==> src/rtl/fetch_unit.sv <==
// rtl/fetch_unit.sv - instruction fetch sequencer: PC/MAR/MDR/IR datapath with memory handshake,
// redirect, consumer backpressure and a sticky memory-timeout fault.
module fetch_unit #(
    parameter int                DATA_W   = 16,
    parameter int                ADDR_W   = 16,
    parameter logic [ADDR_W-1:0] RESET_PC = '0,
    parameter int                TIMEOUT  = 15
) (
    input  logic              clk,
    input  logic              reset,
    input  logic              run,
    output logic [ADDR_W-1:0] mem_addr,
    output logic              mem_req,
    input  logic [DATA_W-1:0] mem_rdata,
    input  logic              mem_ready,
    input  logic              redirect,
    input  logic [ADDR_W-1:0] redirect_pc,
    output logic [DATA_W-1:0] ir,
    output logic [ADDR_W-1:0] ir_pc,
    output logic              ir_valid,
    input  logic              ir_ack,
    output logic [ADDR_W-1:0] pc,
    output logic              fault
);

    localparam int            TW     = (TIMEOUT < 2) ? 1 : $clog2(TIMEOUT + 1);
    localparam logic [TW-1:0] T_LAST = TW'((TIMEOUT > 0) ? TIMEOUT - 1 : 0);

    typedef enum logic [2:0] {
        S_IDLE,
        S_ADDR,
        S_WAIT,
        S_LATCH,
        S_ISSUE
    } state_t;

    state_t            state_q;
    logic [ADDR_W-1:0] pc_q;
    logic [ADDR_W-1:0] mar_q;
    logic [DATA_W-1:0] mdr_q;
    logic [DATA_W-1:0] ir_q;
    logic [ADDR_W-1:0] ir_pc_q;
    logic              ir_valid_q;
    logic              fault_q;
    logic [TW-1:0]     timer_q;

    always_ff @(posedge clk or posedge reset) begin
        if (reset) begin
            state_q    <= S_IDLE;
            pc_q       <= RESET_PC;
            mar_q      <= '0;
            mdr_q      <= '0;
            ir_q       <= '0;
            ir_pc_q    <= '0;
            ir_valid_q <= 1'b0;
            fault_q    <= 1'b0;
            timer_q    <= '0;
        end else if (redirect) begin
            // Redirect outranks everything; any data returned this cycle is dropped.
            pc_q       <= redirect_pc;
            ir_valid_q <= 1'b0;
            fault_q    <= 1'b0;
            timer_q    <= '0;
            state_q    <= run ? S_ADDR : S_IDLE;
        end else begin
            case (state_q)
                S_IDLE: begin
                    if (run && !fault_q) begin
                        state_q <= S_ADDR;
                    end
                end
                S_ADDR: begin
                    mar_q   <= pc_q;
                    state_q <= S_WAIT;
                end
                S_WAIT: begin
                    if (mem_ready) begin
                        mdr_q   <= mem_rdata;
                        timer_q <= '0;
                        state_q <= S_LATCH;
                    end else if ((TIMEOUT != 0) && (timer_q == T_LAST)) begin
                        fault_q <= 1'b1;
                        timer_q <= '0;
                        state_q <= S_IDLE;
                    end else begin
                        timer_q <= timer_q + TW'(1);
                    end
                end
                S_LATCH: begin
                    ir_q       <= mdr_q;
                    ir_pc_q    <= mar_q;
                    pc_q       <= pc_q + ADDR_W'(1);
                    ir_valid_q <= 1'b1;
                    state_q    <= S_ISSUE;
                end
                S_ISSUE: begin
                    if (ir_ack) begin
                        ir_valid_q <= 1'b0;
                        state_q    <= run ? S_ADDR : S_IDLE;
                    end
                end
                default: state_q <= S_IDLE;
            endcase
        end
    end

    // Decoded from the registered state so an async reset drops the request at once.
    assign mem_req  = (state_q == S_WAIT);
    assign mem_addr = mar_q;
    assign ir       = ir_q;
    assign ir_pc    = ir_pc_q;
    assign ir_valid = ir_valid_q;
    assign pc       = pc_q;
    assign fault    = fault_q;

endmodule

==> config.mk <==
export PLATFORM = sky130hd
export DESIGN_NAME = fetch_unit
export DESIGN_NICKNAME = d
export VERILOG_FILES = /design/src/rtl/fetch_unit.sv
export SDC_FILE = /design/constraint.sdc
export NUM_CORES = 1
export LEC_CHECK = 0
export BUFFER_PORTS_ARGS = -buffer_cell sky130_fd_sc_hd__buf_2
export CORE_MARGIN = 2
export CORE_UTILIZATION = 52
export CTS_CLUSTER_DIAMETER = 80
export CTS_CLUSTER_SIZE = 14
export DETAILED_ROUTE_END_ITERATION = 6
export PLACE_DENSITY = 0.8
export SYNTH_ARGS = -nofsm -noshare
export SYNTH_HDL_FRONTEND = slang
export SYNTH_SLANG_ARGS = --single-unit
==> constraint.sdc <==
create_clock -name clk -period 3.3 [get_ports clk]
set_input_delay 0.495 -clock clk [delete_from_list [all_inputs] [get_ports clk]]
set_output_delay 0.495 -clock clk [all_outputs]
set_load 0.05 [all_outputs]
==> results.toml, run 1 <==
[status]
status = "complete, no violations"

[cells_and_area]
num-nets-final = 440
multi_input_area_um2 = 1460
layout_common_cells = "buf_2, dfrtp_1, mux2_2"
area_growth_pct = 22.2
antenna_cells = 0
finalInstanceArea_um2 = 4610
final_common_cell = "buf_2"
register_area_um2 = 2230
drive_gt1_share_pct = 48.5
fillerInstances = 589
post-route-util_pct = 64.6

[place]
numPortBuffers = 104
place_area_um2 = 4400
dpl.hpwl_um = 5870
gp_congestion = 0.805

[die]
core_area_um2 = 7140
dieArea_um2 = 7950
die_y_um = 89.2
pin_count = 105
die_x_um = 89.2
start_util_pct = 52.8
num_rows = 31

[grt]
antenna_found_initial = 0
grt-ovfl-total = 0
grt_pass1_wl_um = 12400
grt_use_total_pct = 20.8
grt_max_degree = 42
grt_pass1_vias = 2569

[yosys]
async_reset_ff_share_pct = 100
synth_largest_area_cell = "dfrtp_1"
yosys-top-cells-area = "dfrtp_1, mux2_2, nand2_1, o21ai_0, xnor2_1"
synthSimpleGateAreaFrac_pct = 9.95
synth_adder_area_share_pct = 0.995
ys_ff_latch = 89
synth_mux_area_share_pct = 19.7
yosys_warnings = 0
synth_edf_count = 0
synth_top_area_share_pct = 59.1
synth_xor_area_share_pct = 2.32
syn_area_per_cell_um2 = 12.8
synth_compound_area_share_pct = 5.31
yosys_most_used_dff = "dfrtp_1"
netlist-cell-type-count = 39
synth_top_family_by_area = "multiplexers"
syn_area_um2 = 3770
synthCells = 295
syn-num-nets = 336
ys_seq_area_share_pct = 59.1

[setup_path]
reg2reg_to = "mdr_q[9]$_DFFE_PP0P_"
r2r-start = "state_q[1]$_DFFE_PP0P_"
ff2ff_setup_slack_ns = 1.07
start_kind = "flip-flop"
crit_fanout = 17
crit_path_end_kind = "flip-flop"
arrival_ns = 2.47
critical_path_required_ns = 3.54
crit_type = "flip-flop to flip-flop"
worstRegToRegCells = 3

[power_and_ir_drop]
finalPower_mw = 4.71
p_leak_nw = 2.19
p_per_area_nw_per_um2 = 1020
ir_worst_vdd_mv = 0.561

[sta]
skew_ns = 0.0108
setup_viol = 0
max_freq_ghz = 0.448
period_share_pct = 67.6
tightest_slew_ns = 0.824
max_slew_margin_pct = 45.1
setup_tns_ns = 0
slew_viol_final = 0
hold_violations = 0
rsz0062_at_grt = "no"
period_minus_slack_ns = 2.23

[cts]
postCtsSetupRepairBufs = 0
cts_tree = "yes"
clock_sinks = 89
root_buffer = "clkbuf_8"
clockBufferDepth = 2
clk-insertion-delay-late_ns = 0.36
numCtsBuffers = 9
cts_hold_buffers = 0
post_cts_resize_count = 0
htreeDepth = 3
clkTransAtPathRegs_ns = 0.09

[min_path]
hold_class = "input port to asynchronous set/reset pin"

[detailed_routing]
vias_per_cell = 5.26
dr.pass1.iters = 5
num_vias = 2644
detail_route.wl_per_cell_um = 15.9
drc = 0
ant_nets = 0
wirelength_um = 7990
drtIter0Drc = 87

[job]
maxCapViolations = 0
[area by class of cell]
cell class,count,area share (%)
Sequential cell,89,48.3
Multi-Input combinational cell,183,31.7
Timing Repair Buffer,109,12.1
Clock buffer,10,2.99
Tap cell,99,2.69
Clock inverter,6,1.60
Inverter,7,0.598
[flip-flops by register name (all words and copies together), names as in the netlist]
signal,cells
ir,16
fault,1
state_q,3
pc,16
timer_q,4
ir_pc,16
mem_addr,16
ir_valid,1
mdr_q,16
[cell families after synthesis]
logic type,Yosys count
DFF,89
and+or+nand+nor,70
muxes,66
AOI/OAI and AO/OA,34
buffers and inverters,23
xor gates and xnor gates,10
adders and majority gates,3
[worst max-delay path: stages, from the launching register on]
cell,delay (ns)
dfrtp_1,0.51
nor3b_2,0.42
and3_1,0.76
mux2_2,0.42
[per-stage QoR]
stage / cells / worst slack, ns / hold WS [ns]
after floorplan: 295 / 0.498 / 0.475
after global placement: 487 / 1.11 / 0.484
after detailed placement: 487 / 1.05 / 0.491
after CTS: 503 / 1.06 / 0.237
after global routing: 503 / 0.916 / 0.272
final: 503 / 1.07 / 0.220
[worst max-delay path by stage]
stage / from / endpoint / slack (ns) / depth (start not counted)
6_report: state_q[1]$_DFFE_PP0P_ / mdr_q[9]$_DFFE_PP0P_ / 1.07 / 3
5_1_grt: state_q[1]$_DFFE_PP0P_ / mdr_q[7]$_DFFE_PP0P_ / 0.92 / 3
4_1_cts: state_q[1]$_DFFE_PP0P_ / mdr_q[9]$_DFFE_PP0P_ / 1.06 / 3
3_5_place_dp: redirect / mem_addr[0]$_DFFE_PP0P_ / 1.05 / 5
3_3_place_gp: redirect / mdr_q[14]$_DFFE_PP0P_ / 1.11 / 4
2_1_floorplan: reset / fault$_DFFE_PP0P_ / 0.50 / 1
[Yosys cell counts, types with 3 or more instances]
cell / number
nand2_1: 25
mux2_2: 64
buf_2: 6
inv_1: 7
dfrtp_1: 89
or4_1: 3
xor2_1: 3
nand3_1: 8
ha_1: 3
nor4_1: 4
clkbuf_1: 9
nor2_1: 12
xnor2_1: 7
a21oi_1: 4
o21ai_0: 18
a31oi_1: 3
[layer usage]
metal  GRT usage, %  vias to the layer above  share of wire [%]
li1               -                     1250                  -
met1           26.9                     1304                 42
met2           34.4                       76                 51
met3           4.16                       14                4.7
met4           8.14                        0                2.0
met5              0                        -                  0
[where the power goes]
part           internal, mW  switching (mW)  total [mW]
registers              1.51           0.274        1.78
clock network         0.380           0.391       0.771
logic                 0.639            1.52        2.15
total                  2.53            2.18        4.71
Power figures use the tool's default switching activity.
==> run 2: changes to the inputs <==
--- a/config.mk
+++ b/config.mk
@@ -7,11 +7,11 @@
 export LEC_CHECK = 0
 export BUFFER_PORTS_ARGS = -buffer_cell sky130_fd_sc_hd__buf_2
 export CORE_MARGIN = 2
-export CORE_UTILIZATION = 52
+export CORE_UTILIZATION = 47
 export CTS_CLUSTER_DIAMETER = 80
 export CTS_CLUSTER_SIZE = 14
 export DETAILED_ROUTE_END_ITERATION = 6
-export PLACE_DENSITY = 0.8
+export PLACE_DENSITY = 0.76
 export SYNTH_ARGS = -nofsm -noshare
 export SYNTH_HDL_FRONTEND = slang
 export SYNTH_SLANG_ARGS = --single-unit
==> constraint.sdc (replaced) <==
create_clock -name clk -period 1.8 [get_ports clk]
set_input_delay 0.27 -clock clk [delete_from_list [all_inputs] [get_ports clk]]
set_output_delay 0.27 -clock clk [all_outputs]
set_load 0.05 [all_outputs]
==> run 2 against run 1 <==
Effect of this change: hold slack worse by 0.21 ns; register-to-register slack worse by 1.0 ns; clock power is 100% higher; via count is 0.49% higher; sequential share of layout area is 2.4 points lower; non-clock buffer count is 13 higher; highest routed layer unchanged.
==> results.toml, run 2 (synthesized netlist as in run 1, its figures left out) <==
[status]
status = "complete, no violations"

[sta]
max_freq_ghz = 0.578
max_slew_margin_pct = 66.9
tightest_slew_ns = 0.494
setup_ws_ns = 0.0690
slew_viol_final = 0
hold_violations = 0
period_minus_slack_ns = 1.73
rsz0062_at_grt = "no"
period_share_pct = 96.2
whs_ns = 0.0126
skew_ns = 0.0126
setup_viol = 0

[cells_and_area]
multi_input_area_um2 = 1540
finalInstanceArea_um2 = 4880
register_area_um2 = 2240
area_growth_pct = 29.3
num-nets-final = 453
antenna_cells = 0
drive_gt1_share_pct = 54.0
final_common_cell = "buf_2"
layout_common_cells = "buf_2, dfrtp_1, mux2_2"
fillerInstances = 658

[die]
die_x_um = 93.6
die_y_um = 93.6
start_util_pct = 48.6
num_rows = 32
pin_count = 105
core_area_um2 = 7770
dieArea_um2 = 8760

[cts]
clkTransAtPathRegs_ns = 0.10
root_buffer = "clkbuf_8"
clk-insertion-delay-late_ns = 0.36
cts_tree = "yes"
postCtsSetupRepairBufs = 0
htreeDepth = 3
clock_sinks = 89
clockBufferDepth = 2
numCtsBuffers = 9
cts_hold_buffers = 0

[setup_path]
crit_path_end_kind = "output port"
critical_path_required_ns = 1.53
crit_type = "flip-flop to output port"
arrival_ns = 1.46
start_kind = "flip-flop"
crit_fanout = 6

[job]
maxCapViolations = 0

[detailed_routing]
wirelength_um = 8060
ant_nets = 0
detail_route.wl_per_cell_um = 15.5
drtIter0Drc = 78
dr.pass1.iters = 4
num_vias = 2657
vias_per_cell = 5.12
drc = 0

[power_and_ir_drop]
p_leak_nw = 2.29
p_per_area_nw_per_um2 = 1840
ir_worst_vdd_mv = 1.30

[place]
pre_cts_slack_ns = 0.0347
gp_congestion = 0.794
dpl.hpwl_um = 5880
place_area_um2 = 4630
numPortBuffers = 104

[grt]
antenna_found_initial = 0
grt_pass1_vias = 2683
grt_max_degree = 90
grt_use_total_pct = 19.7
grt-ovfl-total = 0
grt_pass1_wl_um = 13400

[min_path]
hold_class = "input port to asynchronous set/reset pin"
## run 2: cell count changes in the layout (fill, tap and decap cells not counted), moves of 2 or more
cell | before | now
mux2_2 | 64 | 55
buf_6 | 0 | 2
dfrtp_2 | 0 | 11
dfrtp_1 | 89 | 78
mux2_4 | 0 | 9
buf_4 | 5 | 14
buf_12 | 0 | 3
inv_6 | 1 | 3
## run 2: path summary, 6_finish.rpt
check	from	endpoint	slack [ns]	depth (start not counted)
max in group asynchronous	reset	pc[7]$_DFFE_PP0P_	1.40	3
min in group clk	redirect_pc[9]	pc[9]$_DFFE_PP0P_	0.11	3
worst min-delay path	reset	ir[0]$_DFFE_PP0P_	0.01	3
worst max-delay path	state_q[0]$_DFFE_PP0P_	mem_req	0.07	4
worst min register to register	ir_pc[3]$_DFFE_PP0P_	ir_pc[3]$_DFFE_PP0P_	0.51	1
worst max register to register	pc[0]$_DFFE_PP0P_	pc[15]$_DFFE_PP0P_	0.07	4
## run 2: area by class of cell
| cell class | instances | share of cell area (%) |
|---|---|---|
| Tap cell | 102 | 2.62 |
| Clock inverter | 7 | 2.26 |
| Sequential cell | 89 | 46.0 |
| Inverter | 7 | 0.616 |
| Timing Repair Buffer | 122 | 14.4 |
| Multi-Input combinational cell | 183 | 31.6 |
| Clock buffer | 9 | 2.54 |
## run 2: worst max-delay path, cell delays in order (launching register included)
cell	delay [ns]
dfrtp_1	0.42
buf_4	0.17
nor3b_4	0.21
buf_6	0.15
buf_6	0.15
## run 2: timing repair
item,4_1_cts,5_1_grt
endpoints found under the setup margin,2,1
pin swaps,0,0
gates resized for setup,2,2
## run 2: stage by stage
stage | instances | setup TNS, ns | util [%] | power, mW
4_1_cts | 519 | 0 | 62.7 | 9.07
3_5_place_dp | 503 | 0 | 59.6 | 7.49
5_1_grt | 519 | 0 | 62.8 | 9.43
3_3_place_gp | 503 | 0 | 59.6 | 7.35
6_report | 519 | 0 | 62.8 | 8.98
2_1_floorplan | 295 | -3.99 | - | 6.43
## run 2: routing by layer
layer	up-vias	global-route usage, %	share of wire (%)	routed length (um)
met2	70	30.7	48	3890
met1	1297	27.0	45	3590
met4	0	9.18	2.5	205
li1	1273	-	-	-
met3	17	3.55	4.6	372
met5	-	0	0	0
## run 2: report_power, final
group          internal (mW)  switching (mW)  leakage (nW)
Clock                  0.808           0.752         0.114
Sequential              2.77           0.499          1.09
Combinational           1.33            2.82          1.08
==> run 3: changes to the inputs <==
==> constraint.sdc (replaced) <==
create_clock -name clk -period 1.8 [get_ports clk]
set_input_delay 0.09 -clock clk [delete_from_list [all_inputs] [get_ports clk]]
set_output_delay 0.09 -clock clk [all_outputs]
set_load 0.05 [all_outputs]
==> run 3 against run 2 <==
Effect of this change: critical path depth stayed put; hold slack improved by 0.0020 ns; register-to-register slack better by 0.05 ns; critical path type is now flip-flop to flip-flop; critical endpoint is now pc[15]$_DFFE_PP0P_.
==> results.toml, run 3 (synthesized netlist as in run 1, its figures left out) <==
[status]
status = "complete, no violations"

[sta]
setup_ws_ns = 0.114
period_minus_slack_ns = 1.69
whs_ns = 0.0147
slew_viol_final = 0
hold_violations = 0
setup_viol = 0
tightest_slew_ns = 0.423
skew_ns = 0.00894
period_share_pct = 93.6
rsz0062_at_grt = "no"
max_freq_ghz = 0.593
max_slew_margin_pct = 71.5

[cells_and_area]
final_common_cell = "buf_2"
fillerInstances = 614
antenna_cells = 0
area_growth_pct = 37.4
num-nets-final = 488
layout_common_cells = "buf_2, dfrtp_1, mux2_2"
drive_gt1_share_pct = 50.2

[min_path]
hold_class = "input port to flip-flop"

[power_and_ir_drop]
ir_worst_vdd_mv = 1.25
p_leak_nw = 2.42
p_per_area_nw_per_um2 = 1710

[detailed_routing]
detail_route.wl_per_cell_um = 15.4
drc = 0
drtIter0Drc = 117
vias_per_cell = 5.10
num_vias = 2825
ant_nets = 0
wirelength_um = 8560
dr.pass1.iters = 5

[cts]
clockBufferDepth = 2
root_buffer = "clkbuf_8"
htreeDepth = 3
clkTransAtPathRegs_ns = 0.09
clk-insertion-delay-late_ns = 0.35
numCtsBuffers = 9
cts_tree = "yes"
clock_sinks = 89

[grt]
grt_pass1_vias = 2824
grt_use_total_pct = 21.1
grt-ovfl-total = 0
antenna_found_initial = 0
grt_max_degree = 42
grt_pass1_wl_um = 14100

[die]
die_y_um = 93.6
core_area_um2 = 7770
die_x_um = 93.6
dieArea_um2 = 8760
pin_count = 105
num_rows = 32
start_util_pct = 48.6

[place]
pre_cts_slack_ns = 0.0681
dpl.hpwl_um = 5970
numPortBuffers = 104
gp_congestion = 0.764

[setup_path]
start_kind = "flip-flop"
crit_type = "flip-flop to flip-flop"
crit_fanout = 7
crit_path_end_kind = "flip-flop"
arrival_ns = 1.97
critical_path_required_ns = 2.08

[job]
maxCapViolations = 0
-- run 3: cell types whose count changed in the layout (fill, tap and decap cells not counted), sizes merged --
cell	change
clkinv	+1
buf	+2
dlygate4sd3	+33
bufinv	-1
clkbuf	+1
inv	-1
-- run 3: per-stage QoR --
| step | instances | utilization, % | area [um^2] | TNS [ns] | power (mW) |
|---|---|---|---|---|---|
| after floorplan | 295 | - | 3890 | -3.99 | 6.42 |
| after global placement | 505 | 59.7 | 4640 | 0 | 7.34 |
| after detailed placement | 505 | 59.7 | 4640 | 0 | 7.46 |
| after CTS | 553 | 66.4 | 5160 | 0 | 8.93 |
| after global routing | 554 | 66.7 | 5180 | 0 | 9.31 |
| final | 554 | 66.7 | 5180 | 0 | 8.86 |
-- run 3: worst max-delay path, cell delays in order, from the launching register on --
cell and delay, ns:
dfrtp_2 0.45, nand2_2 0.10, or3_4 0.43, or4_1 0.48, a31oi_1 0.16
-- run 3: repair_timing --
action | in CTS | in global routing
endpoints found under the setup margin | 0 | 3
setup buffers | 0 | 0
resized for setup | 0 | 2
hold buffers | 32 | 1
endpoints found under the hold margin | 80 | 1
-- run 3: per-layer routing --
| layer | up-vias | routed length, um | global-route usage (%) |
|---|---|---|---|
| met5 | - | 0 | 0 |
| met4 | 0 | 82 | 6.88 |
| met3 | 9 | 356 | 4.11 |
| met2 | 66 | 4330 | 34.9 |
| met1 | 1402 | 3780 | 28.0 |
| li1 | 1348 | - | - |
-- run 3: final cells by class --
cell class / count / area, um^2 / area share (%)
well taps: 102 / 128 / 2.46
inverters: 7 / 30.0 / 0.579
multi-input cells: 183 / 1540 / 29.8
clock inverters: 6 / 75.1 / 1.45
clock buffers: 10 / 128 / 2.46
flip-flops and latches: 89 / 2240 / 43.2
repair buffers: 157 / 1040 / 20.0
-- run 3: worst paths after layout --
kind	cells past startpoint	end	slack, ns	startpoint
min in group asynchronous	3	mem_addr[11]$_DFFE_PP0P_	0.24	reset
max in group asynchronous	4	pc[1]$_DFFE_PP0P_	1.02	reset
max	4	pc[15]$_DFFE_PP0P_	0.11	pc[0]$_DFFE_PP0P_
max reg2reg	4	pc[15]$_DFFE_PP0P_	0.11	pc[0]$_DFFE_PP0P_
min	3	state_q[0]$_DFFE_PP0P_	0.01	run
min reg2reg	1	ir[12]$_DFFE_PP0P_	0.50	mdr_q[12]$_DFFE_PP0P_
-- run 3: power breakdown --
group | switching (mW) | internal, mW
clock | 0.739 | 0.662
sequential | 0.489 | 2.77
combinational | 2.83 | 1.37
